`src/rtl/uart_tx_fifo.sv`:
```
// UART transmitter with a small input FIFO and valid/ready write port.
// The FSM leads the registered tx/tx_done/busy outputs by one clock.
module uart_tx_fifo #(
  parameter int unsigned CLK_DIV   = 104,
  parameter int unsigned DATA_BITS = 8,
  parameter int unsigned PARITY    = 0,
  parameter int unsigned STOP_BITS = 1,
  parameter int unsigned FIFO_AW   = 2
) (
  input  logic                 clk,
  input  logic                 rst,
  input  logic [DATA_BITS-1:0] din,
  input  logic                 din_valid,
  output logic                 din_ready,
  output logic                 tx,
  output logic                 busy,
  output logic                 tx_done,
  output logic [FIFO_AW:0]     fifo_count
);

  localparam int unsigned DEPTH = 2 ** FIFO_AW;
  localparam int unsigned CW    = FIFO_AW + 1;
  localparam int unsigned DIV_W = 16;
  localparam int unsigned BIT_W = 4;

  typedef enum logic [2:0] {IDLE, START, DATA, PAR, STOP} state_t;

  state_t               state;
  logic [DATA_BITS-1:0] mem [DEPTH];
  logic [FIFO_AW-1:0]   wr_ptr;
  logic [FIFO_AW-1:0]   rd_ptr;
  logic [CW-1:0]        count_next;
  logic [DATA_BITS-1:0] head;
  logic [DATA_BITS-1:0] shift;
  logic [DIV_W-1:0]     div;
  logic [BIT_W-1:0]     bit_cnt;
  logic                 par_bit;
  logic                 frame_end;
  logic                 head_par;
  logic                 tc;
  logic                 last_stop;
  logic                 pop;
  logic                 accept;
  logic                 tx_c;

  assign accept    = din_valid && din_ready;
  assign head      = mem[rd_ptr];
  assign head_par  = (PARITY == 2) ? ^head : ~^head;
  assign tc        = (div == DIV_W'(CLK_DIV - 1));
  assign last_stop = (bit_cnt == BIT_W'(STOP_BITS - 1));
  assign pop       = (fifo_count != '0) &&
                     ((state == IDLE) || (state == STOP && tc && last_stop));

  always_comb begin
    count_next = fifo_count;
    case ({accept, pop})
      2'b10:   count_next = fifo_count + CW'(1);
      2'b01:   count_next = fifo_count - CW'(1);
      default: ;
    endcase
  end

  // Storage is not reset; pointers and occupancy define validity.
  always_ff @(posedge clk) begin
    if (accept) mem[wr_ptr] <= din;
  end

  always_ff @(posedge clk or posedge rst) begin
    if (rst) begin
      wr_ptr     <= '0;
      rd_ptr     <= '0;
      fifo_count <= '0;
      din_ready  <= 1'b1;
    end else begin
      if (accept) wr_ptr <= wr_ptr + FIFO_AW'(1);
      if (pop)    rd_ptr <= rd_ptr + FIFO_AW'(1);
      fifo_count <= count_next;
      din_ready  <= (count_next != CW'(DEPTH));
    end
  end

  always_comb begin
    tx_c = 1'b1;
    case (state)
      START:   tx_c = 1'b0;
      DATA:    tx_c = shift[0];
      PAR:     tx_c = par_bit;
      default: ;
    endcase
  end

  always_ff @(posedge clk or posedge rst) begin
    if (rst) begin
      state     <= IDLE;
      div       <= '0;
      bit_cnt   <= '0;
      shift     <= '0;
      par_bit   <= 1'b0;
      frame_end <= 1'b0;
      tx        <= 1'b1;
      tx_done   <= 1'b0;
      busy      <= 1'b0;
    end else begin
      frame_end <= 1'b0;
      tx        <= tx_c;
      tx_done   <= frame_end;
      busy      <= (state != IDLE) || (fifo_count != '0);
      if (state == IDLE) begin
        div     <= '0;
        bit_cnt <= '0;
        if (pop) begin
          shift   <= head;
          par_bit <= head_par;
          state   <= START;
        end
      end else if (!tc) begin
        div <= div + DIV_W'(1);
      end else begin
        div <= '0;
        case (state)
          START: begin
            bit_cnt <= '0;
            state   <= DATA;
          end
          DATA: begin
            shift <= shift >> 1;
            if (bit_cnt == BIT_W'(DATA_BITS - 1)) begin
              bit_cnt <= '0;
              state   <= (PARITY != 0) ? PAR : STOP;
            end else begin
              bit_cnt <= bit_cnt + BIT_W'(1);
            end
          end
          PAR: begin
            bit_cnt <= '0;
            state   <= STOP;
          end
          STOP: begin
            if (last_stop) begin
              frame_end <= 1'b1;
              bit_cnt   <= '0;
              // Chain straight into the next start bit when words are queued.
              if (pop) begin
                shift   <= head;
                par_bit <= head_par;
                state   <= START;
              end else begin
                state <= IDLE;
              end
            end else begin
              bit_cnt <= bit_cnt + BIT_W'(1);
            end
          end
          default: state <= IDLE;
        endcase
      end
    end
  end

endmodule

```
`config.mk`:
```
export PLATFORM = sky130hd
export DESIGN_NAME = uart_tx_fifo
export DESIGN_NICKNAME = d
export VERILOG_FILES = /design/src/rtl/uart_tx_fifo.sv
export SDC_FILE = /design/constraint.sdc
export NUM_CORES = 1
export LEC_CHECK = 0
export BUFFER_PORTS_ARGS = -buffer_cell sky130_fd_sc_hd__buf_4
export CAP_MARGIN = 20
export CORE_ASPECT_RATIO = 0.7
export CORE_MARGIN = 5
export CORE_UTILIZATION = 36
export DETAILED_ROUTE_END_ITERATION = 8
export PLACE_DENSITY = 0.54
export SYNTH_ARGS = -nofsm -noshare
export SYNTH_HDL_FRONTEND = slang
export SYNTH_SLANG_ARGS = --single-unit
```
`constraint.sdc`:
```
create_clock -name clk -period 4.2 [get_ports clk]
set_clock_uncertainty 0.2 [all_clocks]
set_input_delay 0.42 -clock clk [delete_from_list [all_inputs] [get_ports clk]]
set_output_delay 0.42 -clock clk [all_outputs]
set_load 0.01 [all_outputs]
```
==> impl_metrics.env, run 1 <==
export IMPL_outcome="completed"
export IMPL_cts_htree_levels=3
export IMPL_crit_chain="inv_1 -> ha_1 -> or3b_1 -> o21ai_2 -> nand2_1 -> inv_1 -> ha_1 -> inv_1 -> fa_1 -> xor2_1 -> nor2_1 -> xor2_1 -> nand2_1"
export IMPL_yosys_warnings=0
export IMPL_grt_ovfl_total=0
export IMPL_grt_use_total=0.117
export IMPL_netlist_area_um2=3460
export IMPL_crit_top_cell="inv_1"
export IMPL_hpwl_mm=4.23
export IMPL_drt_wl_total_mm=6.29
export IMPL_clock_sinks=76
export IMPL_end_kind="register"
export IMPL_insertion_delay_ns=0.34
export IMPL_arrival_ns=3.26
export IMPL_die_width_um=127
export IMPL_cp_start_kind="register"
export IMPL_coreArea_um2=9220
export IMPL_avgRoutedWirePerCell_um=15.0
export IMPL_min_from="din[1]"
export IMPL_max_slew_margin=0.558
export IMPL_area_growth_pct=16.8
export IMPL_initial_core_util=0.375
export IMPL_synth_fp_nets=287
export IMPL_synth_seq_area_share=0.597
export IMPL_fmax_mhz=313
export IMPL_num_io_pins=18
export IMPL_gp_congestion=0.740
export IMPL_synthTopCellsByArea="dfrtp_1 (30%), edfxtp_1 (28%), mux4_2 (5.2%)"
export IMPL_ant_nets=0
export IMPL_synth_avg_cell_area_um2=13.0
export IMPL_synth_top_area_frac=0.304
export IMPL_vias=2054
export IMPL_cp_slowest_stage_delay_ns=0.44
export IMPL_leakage_nw=1.61
export IMPL_first_iter_violations=105
export IMPL_powerDensity_nw_per_um2=643
export IMPL_min_period_ns=3.20
export IMPL_grt_max_degree=45
export IMPL_worstSetupStartpoint="bit_cnt[0]$_DFFE_PP0P_"
export IMPL_ys_async_sr_fraction=0.579
export IMPL_report_power_total_mw=2.60
export IMPL_synth_ff_type="dfrtp_1"
export IMPL_drt_pass1_iterations=4
export IMPL_die_area_um2=11700
export IMPL_clkTransAtPathRegs_ns=0.06
export IMPL_port_buffers=17
export IMPL_peakVddDrop_mv=0.306
export IMPL_worst_path_buf_inv=3
export IMPL_finalSetupViolCount=0
export IMPL_cp_required_ns=4.26
export IMPL_grt_antenna_before_repair=0
export IMPL_fin_nets=311
export IMPL_remaining_drc_errors=0
export IMPL_via_per_inst=4.89
export IMPL_drv_cap=0
export IMPL_synthCells=267
export IMPL_rows=29
export IMPL_cts_resized_gates=0
export IMPL_path_class="reg2reg"
export IMPL_hold_viol=0
export IMPL_grt_setup_unrepaired="no"
export IMPL_yosysTopAreaCell="dfrtp_1"
export IMPL_tightest_slew_ns=0.658
export IMPL_die_h_um=92.0
export IMPL_finalCritPeriodShare=0.761
export IMPL_cp_top_family="simple AND/OR/NAND/NOR gates"
export IMPL_synthDistinctLibCells=47
export IMPL_cp_slowest_cell="or3b_1"
export IMPL_reg2reg_from="bit_cnt[0]$_DFFE_PP0P_"
export IMPL_cts_tree="yes"
export IMPL_drv_slew=0
export IMPL_cts_buffers=9
export IMPL_synth_seq_cells=76
export IMPL_insertedDiodeCount=0
export IMPL_grt_pass1_wl_mm=10.4
export IMPL_cts_root_buffer="clkbuf_16"
export IMPL_clock_path_buffers=2
export IMPL_drive_above_1_share=0.213
export IMPL_synth_edf_count=32
export IMPL_fill_cells=872
export IMPL_hp_class="in2reg"
export IMPL_finalSetupTns_ns=0
export IMPL_cp_max_fo=9
export IMPL_grt_pass1_vias=1979
sequential cells by signal (all words and copies together), names as in the netlist, 2 cells and up:
register and count:
bit_cnt 4, div 16, fifo_count 3, mem 32, rd_ptr 2, shift 8
state 3, wr_ptr 2
power breakdown:
part	leakage, nW	switching, mW	internal, mW
sequential	0.843	0.154	0.959
clock	0.131	0.301	0.459
combinational	0.633	0.336	0.390
total	1.61	0.791	1.81
stage by stage:
stage               hold WS [ns]  utilization  worst slack [ns]  area [µm²]  cells
CTS                       0.0722        0.435             0.998        4010    418
floorplan                  0.131            -              1.28        3460    267
detailed placement         0.145        0.403              1.01        3720    402
finish                    0.0833        0.438              1.00        4040    420
global placement           0.134        0.402              1.09        3700    401
global route              0.0692        0.438             0.763        4040    420
synth_stat cells, types with 7 or more instances:
cell	n
o21ai_0	7
nor2_1	23
nand3_1	7
inv_1	13
o221a_2	7
nand2_1	19
xnor2_1	17
edfxtp_1	32
mux4_2	8
ha_1	8
nand3b_1	9
xor2_1	8
dfrtp_1	42
final cells by class:
class	instances	area [µm²]	share of cell area
Multi-Input combinational cell	170	1300	0.322
Clock buffer	10	229	0.0567
Tap cell	124	155	0.0384
Sequential cell	76	2060	0.511
Clock inverter	6	65.1	0.0161
Inverter	13	48.8	0.0121
Timing Repair Buffer	21	176	0.0437
final timing paths:
check	endpoint	slack, ns	cells after the start
min	mem[0][1]$_DFFE_PP_	0.08	1
min in group asynchronous	wr_ptr[1]$_DFFE_PP0P_	0.34	3
min reg2reg	tx_done$_DFF_PP0_	0.16	0
max reg2reg	din_ready$_DFF_PP1_	1.00	13
max in group asynchronous	tx$_DFF_PP1_	2.95	4
max	din_ready$_DFF_PP1_	1.00	13
logic make-up after synthesis:
logic type,after synthesis,synth area share
buf+inv,21,0.0268
compound gates,31,0.0702
flops,76,0.597
mux,11,0.0615
xor+xnor,25,0.0633
fa+ha+maj,10,0.0380
simple gates,93,0.143
layout by cell type, fill, tap and decap left out, types with 2 or more instances in the layout:
master,count
clkinvlp_4,4
dfrtp_1,42
and3_1,6
ha_1,8
nor3_1,5
a22o_1,3
nor2_1,23
xnor2_1,17
mux4_2,8
nor2b_1,3
o21ai_0,7
nand3b_1,9
and4_2,2
or3_1,4
nand4_1,3
nand3_1,7
nand2_1,19
o221a_2,7
inv_1,12
a22oi_1,2
or2_2,2
and2_1,3
buf_4,18
and4_1,2
dfstp_2,2
mux2_2,2
clkbuf_16,9
xor2_1,8
edfxtp_1,32
a21oi_1,5
routing by layer:
layer	GRT usage	vias to the layer above	share of wire
met2	0.144	35	0.39
met5	0	-	0
met1	0.177	1002	0.55
met4	0.0455	0	0.012
li1	-	1010	-
met3	0.0482	7	0.047
timing repair:
action | 4_1_cts | 5_1_grt
hold buffers | 0 | 1
endpoints found under the hold margin | 0 | 6
setup buffers | 0 | 0
Power figures use the tool's default switching activity.
==> run 2: changes to the inputs <==
- clock period: 4.2 -> 3.21 ns (I/O delays scaled with it)
==> run 2 against run 1 <==
- the flow now finishes with violations (negative hold slack)
- combinational power increased by 30%
- global-route usage increased by 0.44 points
- cell area increased by 1.7%
- largest cell class unchanged
- largest power group unchanged
==> impl_metrics.env, run 2 (synthesis results as in run 1) <==
export IMPL_die_width_um=127
export IMPL_reg_top3="mem: 32 flops, div: 16 flops, shift: 8 flops"
export IMPL_min_period_ns=2.93
export IMPL_swShare=0.299
export IMPL_report_power_total_mw=3.38
export IMPL_hp_class="in2async"
export IMPL_remaining_drc_errors=0
export IMPL_finalCritPeriodShare=0.913
export IMPL_hold_viol=7
export IMPL_clkTransAtPathRegs_ns=0.06
export IMPL_grt_antenna_before_repair=0
export IMPL_fin_nets=321
export IMPL_final_util=0.446
export IMPL_drv_slew=0
export IMPL_largest_reg_flops=32
export IMPL_p_switching_mw=1.01
export IMPL_drt_wl_total_mm=6.36
export IMPL_reg2reg_from="bit_cnt[0]$_DFFE_PP0P_"
export IMPL_peakVddDrop_mv=0.441
export IMPL_gp_congestion=0.746
export IMPL_crit_chain="inv_1 -> ha_1 -> or3b_1 -> o21ai_2 -> nand2_1 -> inv_1 -> ha_1 -> inv_1 -> fa_1 -> xor2_1 -> nor2_1 -> xor2_1 -> nand2_1"
export IMPL_cp_start_kind="register"
export IMPL_area_growth_pct=18.8
export IMPL_insertedDiodeCount=0
export IMPL_insertion_delay_ns=0.33
export IMPL_leakage_nw=1.65
export IMPL_powerDensity_nw_per_um2=822
export IMPL_cp_slowest_cell="or3b_1"
export IMPL_stdcell_count=430
export IMPL_cts_htree_levels=3
export IMPL_final_common_cell="dfrtp_1"
export IMPL_cp_top_family="simple AND/OR/NAND/NOR gates"
export IMPL_post_cts_buffers=0
export IMPL_drt_pass1_iterations=4
export IMPL_max_slew_margin=0.388
export IMPL_violations="negative hold slack"
export IMPL_rrSetupSlack_ns=0.28
export IMPL_arrival_ns=2.99
export IMPL_hpwl_mm=4.38
export IMPL_layout_common_cells="dfrtp_1 (42), edfxtp_1 (32), nor2_1 (23), buf_4 (23), nand2_1 (19)"
export IMPL_cp_required_ns=3.27
export IMPL_finalSetupTns_ns=0
export IMPL_dp_cells=406
export IMPL_cp_slowest_stage_delay_ns=0.44
export IMPL_first_iter_violations=153
export IMPL_grt_pass1_wl_mm=10.9
export IMPL_tightest_slew_ns=0.917
export IMPL_initial_core_util=0.375
export IMPL_end_kind="register"
export IMPL_num_io_pins=18
export IMPL_via_per_inst=4.92
export IMPL_clock_path_buffers=2
export IMPL_pwr_share_clk=0.290
export IMPL_clock_sinks=76
export IMPL_port_buffers=17
export IMPL_fmax_mhz=341
export IMPL_coreArea_um2=9220
export IMPL_cts_root_buffer="clkbuf_16"
export IMPL_die_h_um=92.0
export IMPL_drv_cap=0
export IMPL_fill_cells=859
export IMPL_die_area_um2=11700
export IMPL_p_int_mw=2.37
export IMPL_cp_max_fo=6
export IMPL_grt_setup_unrepaired="no"
export IMPL_cts_tree="yes"
export IMPL_path_class="reg2reg"
export IMPL_grt_use_total=0.121
export IMPL_reg2reg_depth=13
export IMPL_worstSetupStartpoint="bit_cnt[0]$_DFFE_PP0P_"
export IMPL_rows=29
export IMPL_grt_pass1_vias=2075
export IMPL_grt_max_degree=45
export IMPL_regMostFlops="mem"
export IMPL_ant_nets=0
export IMPL_cts_buffers=9
export IMPL_holdWs_ns=-0.00651
export IMPL_outcome="complete, but fails checks"
export IMPL_cts_resized_gates=0
export IMPL_p_seq_frac=0.431
export IMPL_worst_path_buf_inv=3
export IMPL_drive_above_1_share=0.209
export IMPL_avgRoutedWirePerCell_um=14.8
export IMPL_finalSetupViolCount=0
export IMPL_crit_top_cell="inv_1"
export IMPL_r2r_end="din_ready$_DFF_PP1_"
export IMPL_pwr_share_comb=0.279
export IMPL_grt_ovfl_total=0
export IMPL_vias=2114
## run 2: changes by cell type in the layout (fill, tap and decap cells not counted), sizes merged
cell         before  now
clkinv            1    2
dlygate4sd3       1    8
buf              20   23
clkbuf           10   11
clkinvlp          4    2
## run 2: what timing repair did
item | in CTS | in global routing
setup endpoints to repair | 0 | 0
hold buffers | 8 | 0
hold endpoints to repair | 32 | 0
## run 2: layout make-up
class	count	area [µm²]	share of cell area
Clock buffer	11	233	0.0566
Clock inverter	5	53.8	0.0131
Inverter	13	48.8	0.0119
Multi-Input combinational cell	170	1300	0.317
Sequential cell	76	2060	0.502
Tap cell	124	155	0.0378
Timing Repair Buffer	31	253	0.0615
## run 2: per-stage QoR
step                      cell area [µm²]  hold WS (ns)  setup WS [ns]
after floorplan                      3460         0.131          0.289
after global placement               3740         0.133          0.392
after detailed placement             3740         0.135          0.240
after CTS                            4110        0.0397          0.261
after global routing                 4110        0.0959         0.0222
final                                4110      -0.00651          0.279
## run 2: worst max-delay path by stage
stage | endpoint | cells past startpoint
after floorplan | din_ready$_DFF_PP1_ | 14
after global placement | din_ready$_DFF_PP1_ | 13
after detailed placement | din_ready$_DFF_PP1_ | 13
after CTS | din_ready$_DFF_PP1_ | 13
after global routing | din_ready$_DFF_PP1_ | 13
final | din_ready$_DFF_PP1_ | 13
## run 2: metal layers
metal | track usage | vias up | wire length (µm)
met2 | 0.147 | 53 | 2340
li1 | - | 1033 | -
met3 | 0.0418 | 10 | 389
met4 | 0.0536 | 0 | 127
met1 | 0.189 | 1018 | 3500
met5 | 0 | - | 0
## run 2: power by group through the flow
stage	combinational [mW]	sequential [mW]	clock [mW]
final	0.943	1.46	0.979
after global routing	1.06	1.50	1.05
after CTS	0.960	1.46	1.00
after detailed placement	0.948	1.48	0
after global placement	0.944	1.47	0
after floorplan	0.788	1.38	0
## run 2: worst reg2reg max path, cell delays in order, from the launching register on
cell,delay [ns]
dfrtp_1,0.41
inv_1,0.08
ha_1,0.13
or3b_1,0.44
o21ai_2,0.17
nand2_1,0.12
inv_1,0.13
ha_1,0.20
inv_1,0.06
fa_1,0.37
xor2_1,0.15
nor2_1,0.12
xor2_1,0.19
nand2_1,0.07
==> run 3: changes to the inputs <==
- CTS_BUF_LIST: not set -> sky130_fd_sc_hd__clkbuf_8
==> run 3 against run 2 <==
- the flow still finishes with violations (negative hold slack)
- worst setup slack improved by 0.0090 ns
- global-route usage fell by 0.15 points
- clock-buffer cell count fell by 2
- die area did not move
- first-iteration DRC count fell by 2.6%
- hold slack got worse by 0.016 ns
- highest routed layer unchanged
==> impl_metrics.env, run 3 (synthesis results as in run 1) <==
export IMPL_rows=29
export IMPL_first_iter_violations=149
export IMPL_cts_buffers=9
export IMPL_cp_start_kind="register"
export IMPL_violations="negative hold slack"
export IMPL_grt_antenna_before_repair=0
export IMPL_final_common_cell="dfrtp_1"
export IMPL_finalSetupTns_ns=0
export IMPL_insertedDiodeCount=0
export IMPL_insertion_delay_ns=0.35
export IMPL_avgRoutedWirePerCell_um=14.7
export IMPL_regMostFlops="mem"
export IMPL_drt_wl_total_mm=6.30
export IMPL_outcome="complete, but fails checks"
export IMPL_end_kind="register"
export IMPL_hp_class="in2async"
export IMPL_cp_max_fo=6
export IMPL_die_area_um2=11700
export IMPL_gp_congestion=0.746
export IMPL_clkTransAtPathRegs_ns=0.08
export IMPL_report_power_total_mw=3.09
export IMPL_largest_reg_flops=32
export IMPL_finalInstanceArea_um2=4010
export IMPL_finalSetupViolCount=0
export IMPL_grt_setup_unrepaired="no"
export IMPL_grt_use_total=0.120
export IMPL_ant_nets=0
export IMPL_drv_cap=0
export IMPL_tightest_slew_ns=0.929
export IMPL_area_growth_pct=15.9
export IMPL_clock_path_buffers=2
export IMPL_min_period_ns=2.92
export IMPL_layout_common_cells="dfrtp_1 (42), edfxtp_1 (32), nor2_1 (23), buf_4 (23), nand2_1 (19)"
export IMPL_holdWs_ns=-0.0228
export IMPL_port_buffers=17
export IMPL_grt_ovfl_total=0
export IMPL_leakage_nw=1.61
export IMPL_rrSetupSlack_ns=0.29
export IMPL_grt_pass1_vias=2062
export IMPL_finalCritPeriodShare=0.910
export IMPL_vias=2098
export IMPL_final_util=0.435
export IMPL_cts_htree_levels=3
export IMPL_fin_nets=321
export IMPL_arrival_ns=3.00
export IMPL_die_width_um=127
export IMPL_drv_slew=0
export IMPL_peakVddDrop_mv=0.435
export IMPL_dp_worst_setup_slack_ns=0.240
export IMPL_worst_slack_ns=0.288
export IMPL_clock_sinks=76
export IMPL_hpwl_mm=4.38
export IMPL_place_area_um2=3740
export IMPL_remaining_drc_errors=0
export IMPL_path_class="reg2reg"
export IMPL_num_io_pins=18
export IMPL_reg_top3="mem: 32 flops, div: 16 flops, shift: 8 flops"
export IMPL_post_cts_buffers=0
export IMPL_initial_core_util=0.375
export IMPL_via_per_inst=4.88
export IMPL_drive_above_1_share=0.209
export IMPL_max_slew_margin=0.380
export IMPL_grt_max_degree=45
export IMPL_coreArea_um2=9220
export IMPL_cp_required_ns=3.29
export IMPL_dp_cells=406
export IMPL_fill_cells=867
export IMPL_hold_viol=42
export IMPL_cts_root_buffer="clkbuf_8"
export IMPL_die_h_um=92.0
export IMPL_fmax_mhz=342
export IMPL_stdcell_count=430
export IMPL_powerDensity_nw_per_um2=772
export IMPL_grt_pass1_wl_mm=10.7
export IMPL_cts_tree="yes"
export IMPL_drt_pass1_iterations=4
## run 3: cell type report
class	count	area (µm²)	share of cell area
Clock inverter	7	61.3	0.0153
Tap cell	124	155	0.0387
Sequential cell	76	2060	0.515
Multi-Input combinational cell	170	1300	0.325
Timing Repair Buffer	31	253	0.0631
Clock buffer	9	124	0.0309
Inverter	13	48.8	0.0122
## run 3: final timing paths
kind	startpoint	endpoint	cells past startpoint
min in group clk	frame_end$_DFF_PP0_	tx_done$_DFF_PP0_	0
setup / recovery	bit_cnt[0]$_DFFE_PP0P_	din_ready$_DFF_PP1_	13
hold / removal	rst	div[8]$_DFF_PP0_	2
max in group asynchronous	rst	busy$_DFF_PP0_	2
setup reg to reg	bit_cnt[0]$_DFFE_PP0P_	din_ready$_DFF_PP1_	13
hold reg to reg	frame_end$_DFF_PP0_	tx_done$_DFF_PP0_	0
## run 3: timing repair
item / in CTS / in global routing
hold endpoints to repair: 32 / 0
resized for setup: 0 / 0
hold buffers: 8 / 0
## run 3: worst max-delay path, stage by stage (launching register included)
cell and delay [ns]:
dfrtp_1 0.41, inv_1 0.08, ha_1 0.13, or3b_1 0.44, o21ai_2 0.17, nand2_1 0.12, inv_1 0.13, ha_1 0.20
inv_1 0.06, fa_1 0.37, xor2_1 0.15, nor2_1 0.11, xor2_1 0.19, nand2_1 0.07
## run 3: metal layers
layer / vias up / global-route usage / part of all wire / routed length (µm)
met5: - / 0 / 0 / 0
met3: 4 / 0.0540 / 0.055 / 345
li1: 1033 / - / - / -
met1: 1012 / 0.186 / 0.57 / 3560
met4: 0 / 0.0348 / 0.010 / 64
met2: 49 / 0.145 / 0.37 / 2330
## run 3: power by group
part           internal [mW]  switching [mW]  total [mW]
logic                  0.515           0.430       0.945
registers               1.25           0.198        1.45
clock network          0.349           0.349       0.698
